File: config.mk
export PLATFORM = sky130hd
export DESIGN_NAME = bi_channel_ctrl_flat
export DESIGN_NICKNAME = d
export VERILOG_FILES = /design/src/rtl/bi_channel_ctrl_pkg.sv /design/src/rtl/bi_channel_ctrl_if.sv /design/src/rtl/bi_channel_ctrl.sv /design/src/flat_wrapper.sv
export SDC_FILE = /design/constraint.sdc
export NUM_CORES = 1
export LEC_CHECK = 0
export ABC_AREA = 1
export ABC_CLOCK_PERIOD_IN_PS = 1750
export BUFFER_PORTS_ARGS = -buffer_cell sky130_fd_sc_hd__buf_2
export CAP_MARGIN = 20
export CORE_MARGIN = 3
export CORE_UTILIZATION = 47
export DETAILED_ROUTE_END_ITERATION = 8
export PLACE_DENSITY_LB_ADDON = 0.15
export SLEW_MARGIN = 20
export SYNTH_ARGS = -nofsm -noshare
export SYNTH_HDL_FRONTEND = slang
export SYNTH_SLANG_ARGS = --single-unit
File: constraint.sdc
create_clock -name clk -period 1.75 [get_ports clk]
set_input_delay 0.2625 -clock clk [delete_from_list [all_inputs] [get_ports clk]]
set_output_delay 0.2625 -clock clk [all_outputs]
set_load 0.005 [all_outputs]
File: src/rtl/bi_channel_ctrl_pkg.sv
// Shared types and constants for the bidirectional channel direction controller.
// The FSM encoding lives here so both channel ends agree on it.
package bi_channel_ctrl_pkg;

  localparam int DW_DEF = 32;

  typedef enum logic [2:0] {
    CS_FREE     = 3'd0,
    CS_OWN_IDLE = 3'd1,
    CS_OWN_TX   = 3'd2,
    CS_DRAIN    = 3'd3,
    CS_TURN     = 3'd4
  } chan_state_e;

  localparam logic [2:0] ST_FREE     = CS_FREE;
  localparam logic [2:0] ST_OWN_IDLE = CS_OWN_IDLE;
  localparam logic [2:0] ST_OWN_TX   = CS_OWN_TX;
  localparam logic [2:0] ST_DRAIN    = CS_DRAIN;
  localparam logic [2:0] ST_TURN     = CS_TURN;

  // Every state except FREE means this end holds the token.
  function automatic logic holds_token(input logic [2:0] st);
    return st != ST_FREE;
  endfunction

endpackage

File: src/rtl/bi_channel_ctrl_if.sv
// Local send stream from the router output buffer into one channel end.
import bi_channel_ctrl_pkg::*;

interface bi_channel_ctrl_if #(
  parameter int DW = DW_DEF
);
  logic          send_valid;
  logic [DW-1:0] send_data;
  logic          send_ready;

  modport master (output send_valid, output send_data, input send_ready);
  modport slave  (input send_valid, input send_data, output send_ready);
endinterface

File: src/rtl/bi_channel_ctrl.sv
// Direction controller for one end of a bidirectional inter-router channel:
// token negotiation with the peer, bounded bursts, and a tristate turnaround.
module bi_channel_ctrl
  import bi_channel_ctrl_pkg::*;
#(
  parameter int DW        = DW_DEF,
  parameter int MAX_HOLD  = 8,
  parameter int TURN_CYC  = 1,
  parameter bit HIGH_PRIO = 1'b0
) (
  input  logic            clk,
  input  logic            rst,
  bi_channel_ctrl_if.slave send,
  input  logic            peer_req_in,
  input  logic            grant_in,
  output logic            req_out,
  output logic            grant_out,
  output logic            inout_select,
  output logic [DW-1:0]   link_data,
  output logic            link_valid,
  output logic            own,
  output logic            proto_err
);

  localparam int HCW = $clog2(MAX_HOLD + 1);
  localparam int TCW = (TURN_CYC > 1) ? $clog2(TURN_CYC) : 1;
  localparam logic [2:0]     RST_STATE = HIGH_PRIO ? ST_OWN_IDLE : ST_FREE;
  localparam logic [HCW-1:0] HOLD_MAX  = HCW'(MAX_HOLD);
  localparam logic [TCW-1:0] TURN_LAST = TCW'(TURN_CYC - 1);

  logic [2:0]     state_q, state_d;
  logic [HCW-1:0] hold_cnt_q, hold_cnt_d;
  logic [TCW-1:0] turn_cnt_q, turn_cnt_d;
  logic           req_q, req_d;
  logic           grant_q, grant_d;
  logic           sel_q, sel_d;
  logic           lv_q, lv_d;
  logic           own_q, own_d;
  logic           perr_q, perr_d;
  logic [DW-1:0]  ld_q, ld_d;

  logic hold_hit;
  logic tx_exit;
  logic fire;

  always_comb begin
    hold_hit        = peer_req_in && (hold_cnt_q == HOLD_MAX);
    tx_exit         = (state_q == ST_OWN_TX) && (!send.send_valid || hold_hit);
    send.send_ready = (state_q == ST_OWN_TX) && !tx_exit;
    fire            = send.send_valid && send.send_ready;

    state_d    = state_q;
    hold_cnt_d = hold_cnt_q;
    turn_cnt_d = turn_cnt_q;
    grant_d    = 1'b0;

    case (state_q)
      ST_FREE: begin
        if (grant_in) state_d = ST_OWN_IDLE;
      end
      ST_OWN_IDLE: begin
        // Local demand wins over a waiting peer.
        if (send.send_valid) begin
          state_d    = ST_OWN_TX;
          hold_cnt_d = '0;
        end else if (peer_req_in) begin
          state_d    = ST_TURN;
          turn_cnt_d = '0;
        end
      end
      ST_OWN_TX: begin
        if (tx_exit) begin
          state_d = ST_DRAIN;
        end else if (fire && peer_req_in) begin
          hold_cnt_d = hold_cnt_q + 1'b1;
        end
      end
      ST_DRAIN: begin
        if (peer_req_in) begin
          state_d    = ST_TURN;
          turn_cnt_d = '0;
        end else begin
          state_d = ST_OWN_IDLE;
        end
      end
      ST_TURN: begin
        if (turn_cnt_q == TURN_LAST) begin
          state_d = ST_FREE;
          grant_d = 1'b1;
        end else begin
          turn_cnt_d = turn_cnt_q + 1'b1;
        end
      end
      default: state_d = RST_STATE;
    endcase

    // Request is sticky while free so a brief send_valid gap cannot drop it.
    req_d  = (state_q == ST_FREE && !grant_in) ? (req_q | send.send_valid) : 1'b0;
    perr_d = perr_q | (grant_in && holds_token(state_q));
    lv_d   = fire;
    ld_d   = fire ? send.send_data : ld_q;
    sel_d  = fire || (state_d == ST_OWN_TX) || (state_d == ST_DRAIN);
    own_d  = holds_token(state_d);
  end

  always_ff @(posedge clk) begin
    if (rst) begin
      state_q    <= RST_STATE;
      hold_cnt_q <= '0;
      turn_cnt_q <= '0;
      req_q      <= 1'b0;
      grant_q    <= 1'b0;
      sel_q      <= 1'b0;
      lv_q       <= 1'b0;
      own_q      <= 1'b0;
      perr_q     <= 1'b0;
      ld_q       <= '0;
    end else begin
      state_q    <= state_d;
      hold_cnt_q <= hold_cnt_d;
      turn_cnt_q <= turn_cnt_d;
      req_q      <= req_d;
      grant_q    <= grant_d;
      sel_q      <= sel_d;
      lv_q       <= lv_d;
      own_q      <= own_d;
      perr_q     <= perr_d;
      ld_q       <= ld_d;
    end
  end

  assign req_out      = req_q;
  assign grant_out    = grant_q;
  assign inout_select = sel_q;
  assign link_data    = ld_q;
  assign link_valid   = lv_q;
  assign own          = own_q;
  assign proto_err    = perr_q;

endmodule

File: src/flat_wrapper.sv
// flat-port wrapper written by rule: the top's interface ports become plain ports
module bi_channel_ctrl_flat import bi_channel_ctrl_pkg::*;
#(
  parameter int DW        = DW_DEF,
  parameter int MAX_HOLD  = 8,
  parameter int TURN_CYC  = 1,
  parameter bit HIGH_PRIO = 1'b0
)
  (clk, rst, peer_req_in, grant_in, req_out, grant_out, inout_select, link_data, link_valid, own, proto_err, send_send_valid, send_send_data, send_send_ready);
  bi_channel_ctrl_if #(.DW(DW)) send_i ();
  input  logic clk;
  input  logic rst;
  input  logic peer_req_in;
  input  logic grant_in;
  output logic req_out;
  output logic grant_out;
  output logic inout_select;
  output logic [DW-1:0] link_data;
  output logic link_valid;
  output logic own;
  output logic proto_err;
  input wire logic [$bits(send_i.send_valid)-1:0] send_send_valid;
  input wire logic [$bits(send_i.send_data)-1:0] send_send_data;
  output wire logic [$bits(send_i.send_ready)-1:0] send_send_ready;
  assign send_i.send_valid = send_send_valid;
  assign send_i.send_data = send_send_data;
  assign send_send_ready = send_i.send_ready;
  bi_channel_ctrl #(.DW(DW), .MAX_HOLD(MAX_HOLD), .TURN_CYC(TURN_CYC), .HIGH_PRIO(HIGH_PRIO)) u_core (.clk(clk), .rst(rst), .send(send_i), .peer_req_in(peer_req_in), .grant_in(grant_in), .req_out(req_out), .grant_out(grant_out), .inout_select(inout_select), .link_data(link_data), .link_valid(link_valid), .own(own), .proto_err(proto_err));
endmodule
==> out/qor.txt, run 1 <==
Outcome: completed
Most used DFF post-synth: dfxtp_1
Slew headroom: 67.53%
Global route overflow: 0
Detailed Route WL: 3919 um
Mapped Cells: 224
Critical-path maximum fanout: 4
Top cells by area, synth: dfxtp_1 49%, nor2_2 9.9%, nor2_1 9.8%, o21ai_0 6.0%, buf_6 3.7%
Worst setup path startpoint: u_core.hold_cnt_q[0]
Number of remaining DRC errors: 0
FF-to-FF Start: u_core.hold_cnt_q[0]
Wire length per cell: 11.23 um
Power Density: 793.1 mW/mm2
Yosys warns: 0
First-pass DRT Iterations: 4
CTS root buf: clkbuf_8
DP Wirelength: 2805 um
Yosys cell types: 23
CP required: 1.49 ns
Layout cells sized above 1: 42.19%
R2R Path End: u_core.hold_cnt_q[0]
Final GP Congestion: 0.8013
Starting Density: 49.23%
Maxcap violations: 0
Vias/cell: 4.656
Nets: 341
# setup viols final: 0
Fin crit period: 1.646 ns
DR iter-0 viols: 127
Routed Antenna Nets: 0
Critical Path Sink Type: output port
Initial antenna violation count: 0
Max-slew violations: 0
Place WS: 0.1887 ns
CP Launch Type: flop
VDD IR max: 0.5265 mV
Number of synthesized flops with an enable pin: 0
Worst slew pin tran: 0.4870 ns
P_leak: 1.194 nW
Worst setup path end: send_send_ready
Syn_nets: 263
Count leader, synth: nor2_1
Clock skew: 0.002817 ns
Total number of vias: 1,625
Worst Path Arrival: 1.38 ns
Fmax: 607.6 MHz
CTS sink cnt: 45
Diodes inserted: 0
CTS tree: done
Setup tns final: 0 ns
Total core area: 0.003716 mm2
Final core occ: 62.76%
Worst setup path category: reg -> out
Register bit total from synthesis: 45
H-Tree Depth: 2
Synth area leader: dfxtp_1
Number of buffers added on ports: 75
Cell Area, Synth: 0.001829 mm2
GRT Total Usage: 17.54%
Pin count of the biggest net entering global routing: 35
Clock Latency Late Sink: 0.29 ns
Num CTS Buffers: 5
Die Y: 68.39 um
Area grow syn2layout: 27.50%
Clock tree buffer depth: 2
Die X: 68.39 um
Syn_area_per_cell: 8.166 um2
Vias in the first global route: 1,356
Most instantiated cells after synthesis: 48 x nor2_1, 45 x dfxtp_1, 29 x nor2_2
Ys async rst share: 0%
Final worst setup slack: 0.1043 ns
Reg clk slew, reported paths: 0.08 ns
Final number of hold-violating endpoints: 0
First-pass GRT wire length: 6168 um
Hold Path Class: in -> reg
Reg2Reg Setup Slack: 0.16 ns
Period utilization: 94.04%
Die area: 0.004677 mm2
Top-area cell type share of the netlist area: 49.25%
Ports: 76
Register area share after synthesis: 49.25%
Std cell rows: 22
R2R cell count: 11
[final cells by class]
class	instances	area, um2
Tap cell	48	60.06
Inverter	15	58.81
Fill cell	346	1384
Multi-Input combinational cell	154	792.0
Timing Repair Buffer	81	439.2
Clock inverter	1	5.005
Clock buffer	5	68.82
Sequential cell	45	908.4
[per-stage QoR]
step	instance area (um2)	power, mW	hold WS, ns	cells
3_5_place_dp	2225	1.288	0.4640	341
6_report	2332	1.850	0.1537	349
5_1_grt	2332	1.933	0.1527	349
3_3_place_gp	2225	1.287	0.4467	341
4_1_cts	2298	1.870	0.1485	347
2_1_floorplan	1829	1.192	0.3342	224
[routing by layer]
| layer | up-vias | wire length [um] | track usage (%) |
|---|---|---|---|
| li1 | 869 | - | - |
| met1 | 689 | 1769 | 23.87 |
| met2 | 58 | 1729 | 24.79 |
| met3 | 9 | 359 | 7.553 |
| met4 | 0 | 61 | 5.459 |
| met5 | - | 0 | 0 |
[where the power goes]
part           total, mW  leakage [nW]  switching, mW  internal [mW]
Sequential          1.07         0.366         0.0163           1.05
Clock              0.589        0.0399          0.326          0.263
Combinational      0.193         0.788          0.106         0.0866
[how the worst min path moves through the flow]
stage	to	start	cells after the start	slack (ns)
after detailed placement	u_core.req_out	grant_in	2	0.46
after CTS	u_core.req_out	grant_in	2	0.15
final	u_core.req_out	grant_in	2	0.15
after global placement	u_core.proto_err	u_core.proto_err	2	0.45
after floorplan	u_core.grant_out	rst	1	0.33
after global routing	u_core.req_out	grant_in	2	0.15
[placed cells by master (no fill, tap or decap)]
master and instances:
a21oi_1 6, a31oi_1 1, buf_12 1, buf_2 74, buf_4 5, buf_6 1
clkbuf_8 5, clkinv_2 1, dfxtp_1 43, dfxtp_4 2, ha_1 1, ha_2 1
inv_1 12, inv_2 2, inv_4 1, nand2_1 15, nand2_2 2, nand3_1 9
nand3_2 1, nand3_4 1, nand4_1 3, nor2_1 48, nor2_2 29, nor2_8 1
nor4_1 2, o21ai_0 22, o21ai_1 11, xnor2_1 1
[cell families (layout without fill, tap and decap cells)]
group,count (synthesis),count (layout),synth area share [%]
flops,45,45,49.25
buf+inv,25,102,7.729
xor+xnor,1,1,0.4789
compound gates,40,40,11.01
fa+ha+maj,2,2,1.368
simple gates,111,111,30.16
[critical path: stages, from the launching register on]
cell	delay [ns]
dfxtp_4	0.36
inv_1	0.05
ha_2	0.18
nand2_2	0.05
inv_1	0.03
nand2_1	0.06
nand2_2	0.10
nor2_8	0.15
buf_6	0.11
[flip-flops by register name, summed over array words and instances (netlist names)]
signal,count
u_core.hold_cnt_q,4
u_core.inout_select,1
u_core.own,1
u_core.req_out,1
u_core.state_q,3
u_core.link_data,32
u_core.link_valid,1
u_core.proto_err,1
u_core.grant_out,1
[repair_timing]
action,in CTS,in global routing
resized for setup,0,7
hold buffers,0,0
setup endpoints to repair,0,4
setup buffers,0,2
(Power assumes the default switching activity.)
==> run 2, diff against run 1 <==
--- a/config.mk
+++ b/config.mk
@@ -13,6 +13,7 @@
 export CORE_UTILIZATION = 47
 export DETAILED_ROUTE_END_ITERATION = 8
 export PLACE_DENSITY_LB_ADDON = 0.15
+export SETUP_SLACK_MARGIN = 0.5
 export SLEW_MARGIN = 20
 export SYNTH_ARGS = -nofsm -noshare
 export SYNTH_HDL_FRONTEND = slang
==> run 2 against run 1 <==
Against the previous run: first-iteration DRC count decreased by 50%; clock skew about the same; clock power increased by 18%; fmax increased by 6.8%; critical path depth unchanged; critical endpoint unchanged.
==> out/qor.txt, run 2 (same netlist as run 1, synthesis figures left out) <==
CTS tree: done
First-pass DRT Iterations: 4
Maxcap violations: 0
CTS root buf: clkbuf_8
Gate power share: 11.8%
Dpl cells: 343
Fmax: 649.2 MHz
Pin count of the biggest net entering global routing: 24
VDD IR max: 0.4757 mV
P_leak: 1.316 nW
GRT Total Usage: 20.11%
Period utilization: 88.02%
Layout cells sized above 1: 49.21%
Nets: 353
Worst setup path category: reg -> out
Worst Path Arrival: 1.28 ns
CP required: 1.49 ns
Total number of vias: 1,781
DR iter-0 viols: 63
Std cell rows: 22
DP Wirelength: 2927 um
Total core area: 0.003716 mm2
Flop pwr share: 53.5%
Max FFs per register: 32
Fill cell count: 296
Initial antenna violation count: 0
Post-CTS Hold Fix Bufs: 0
Power Density: 757.3 mW/mm2
Critical Path Sink Type: output port
Slew headroom: 71.44%
Ports: 76
Number of buffers added on ports: 75
Clock Power Share: 34.7%
Wire length per cell: 13.19 um
Clock skew: 0.002784 ns
Routed Antenna Nets: 0
RSZ-0062 raised after global routing: yes
NetSw: 0.4826 mW
Internal power: 1.520 mW
First-pass GRT wire length: 6886 um
Clock tree buffer depth: 2
Worst slew pin tran: 0.4280 ns
Vias/cell: 4.906
Fin cells: 363
Reg2Reg Setup Slack: 0.24 ns
Most common cell after layout, fill and taps aside: buf_2
H-Tree Depth: 2
Num CTS Buffers: 5
Outcome: completed
Critical-path maximum fanout: 2
Final number of hold-violating endpoints: 0
Most frequent cells in the layout: 74 x buf_2, 45 x nor2_1, 42 x dfxtp_1, 26 x nor2_2, 19 x o21ai_0
Final GP Congestion: 0.8380
Die X: 68.39 um
Reg clk slew, reported paths: 0.08 ns
Diodes inserted: 0
Switch share: 24.10%
Global route overflow: 0
Area grow syn2layout: 44.53%
Starting Density: 49.23%
Fin crit period: 1.540 ns
Die Y: 68.39 um
Vias in the first global route: 1,546
Die area: 0.004677 mm2
# setup viols final: 0
Setup tns final: 0 ns
CP Launch Type: flop
Clock Latency Late Sink: 0.29 ns
CTS sink cnt: 45
Hold Path Class: in -> reg
Number of remaining DRC errors: 0
Detailed Route WL: 4787 um
Max-slew violations: 0
[run 2: power groups by stage]
| stage | logic, mW | clock network (mW) | registers (mW) |
|---|---|---|---|
| final | 0.237 | 0.694 | 1.07 |
| after global routing | 0.261 | 0.748 | 1.07 |
| after CTS | 0.219 | 0.707 | 1.07 |
| after detailed placement | 0.195 | 0 | 1.09 |
| after global placement | 0.195 | 0 | 1.09 |
| after floorplan | 0.0961 | 0 | 1.10 |
[run 2: what timing repair did]
| action | in CTS | in global routing |
|---|---|---|
| buffers inserted | 6 | 3 |
| gates resized for setup | 25 | 14 |
| cloned | 2 | 1 |
| pin swaps | 13 | 4 |
| endpoints found under the setup margin | 38 | 40 |
[run 2: through the flow]
step	hold slack [ns]	worst slack (ns)	power, mW	area [um2]	util, %
final	0.1618	0.2096	2.002	2644	71.14
after global routing	0.1587	0.1483	2.084	2644	71.14
after CTS	0.1551	0.2006	1.996	2550	68.62
after detailed placement	0.4676	0.2552	1.289	2257	60.74
after global placement	0.4455	0.2958	1.290	2257	60.74
after floorplan	0.3342	0.3574	1.193	1846	-
[run 2: worst paths after layout]
path,start,to,depth (start not counted)
worst max-delay path,u_core.hold_cnt_q[1],send_send_ready,8
worst min-delay path,grant_in,u_core.req_out,2
worst max register to register,u_core.hold_cnt_q[1],u_core.hold_cnt_q[1],12
worst min register to register,u_core.proto_err,u_core.proto_err,2
[run 2: cell type report]
| type | count | area (um2) | area share [%] |
|---|---|---|---|
| Sequential cell | 45 | 907.1 | 34.31 |
| Multi-Input combinational cell | 154 | 885.9 | 33.51 |
| Timing Repair Buffer | 93 | 625.6 | 23.66 |
| Clock buffer | 7 | 96.34 | 3.644 |
| Inverter | 15 | 63.81 | 2.414 |
| Tap cell | 48 | 60.06 | 2.272 |
| Clock inverter | 1 | 5.005 | 0.1893 |
[run 2: metal layers]
layer	wire length, um	vias to the layer above	GRT usage [%]
li1	-	899	-
met1	2108	810	24.29
met2	2320	66	32.30
met3	296	6	6.076
met4	62	0	9.677
met5	0	-	0
[run 2: worst max-delay path: stages (launching register included)]
cell,delay [ns]
dfxtp_4,0.36
inv_2,0.04
ha_4,0.14
nand2_1,0.05
inv_1,0.04
nand2_2,0.07
nand2_4,0.07
nor2_8,0.10
buf_6,0.11
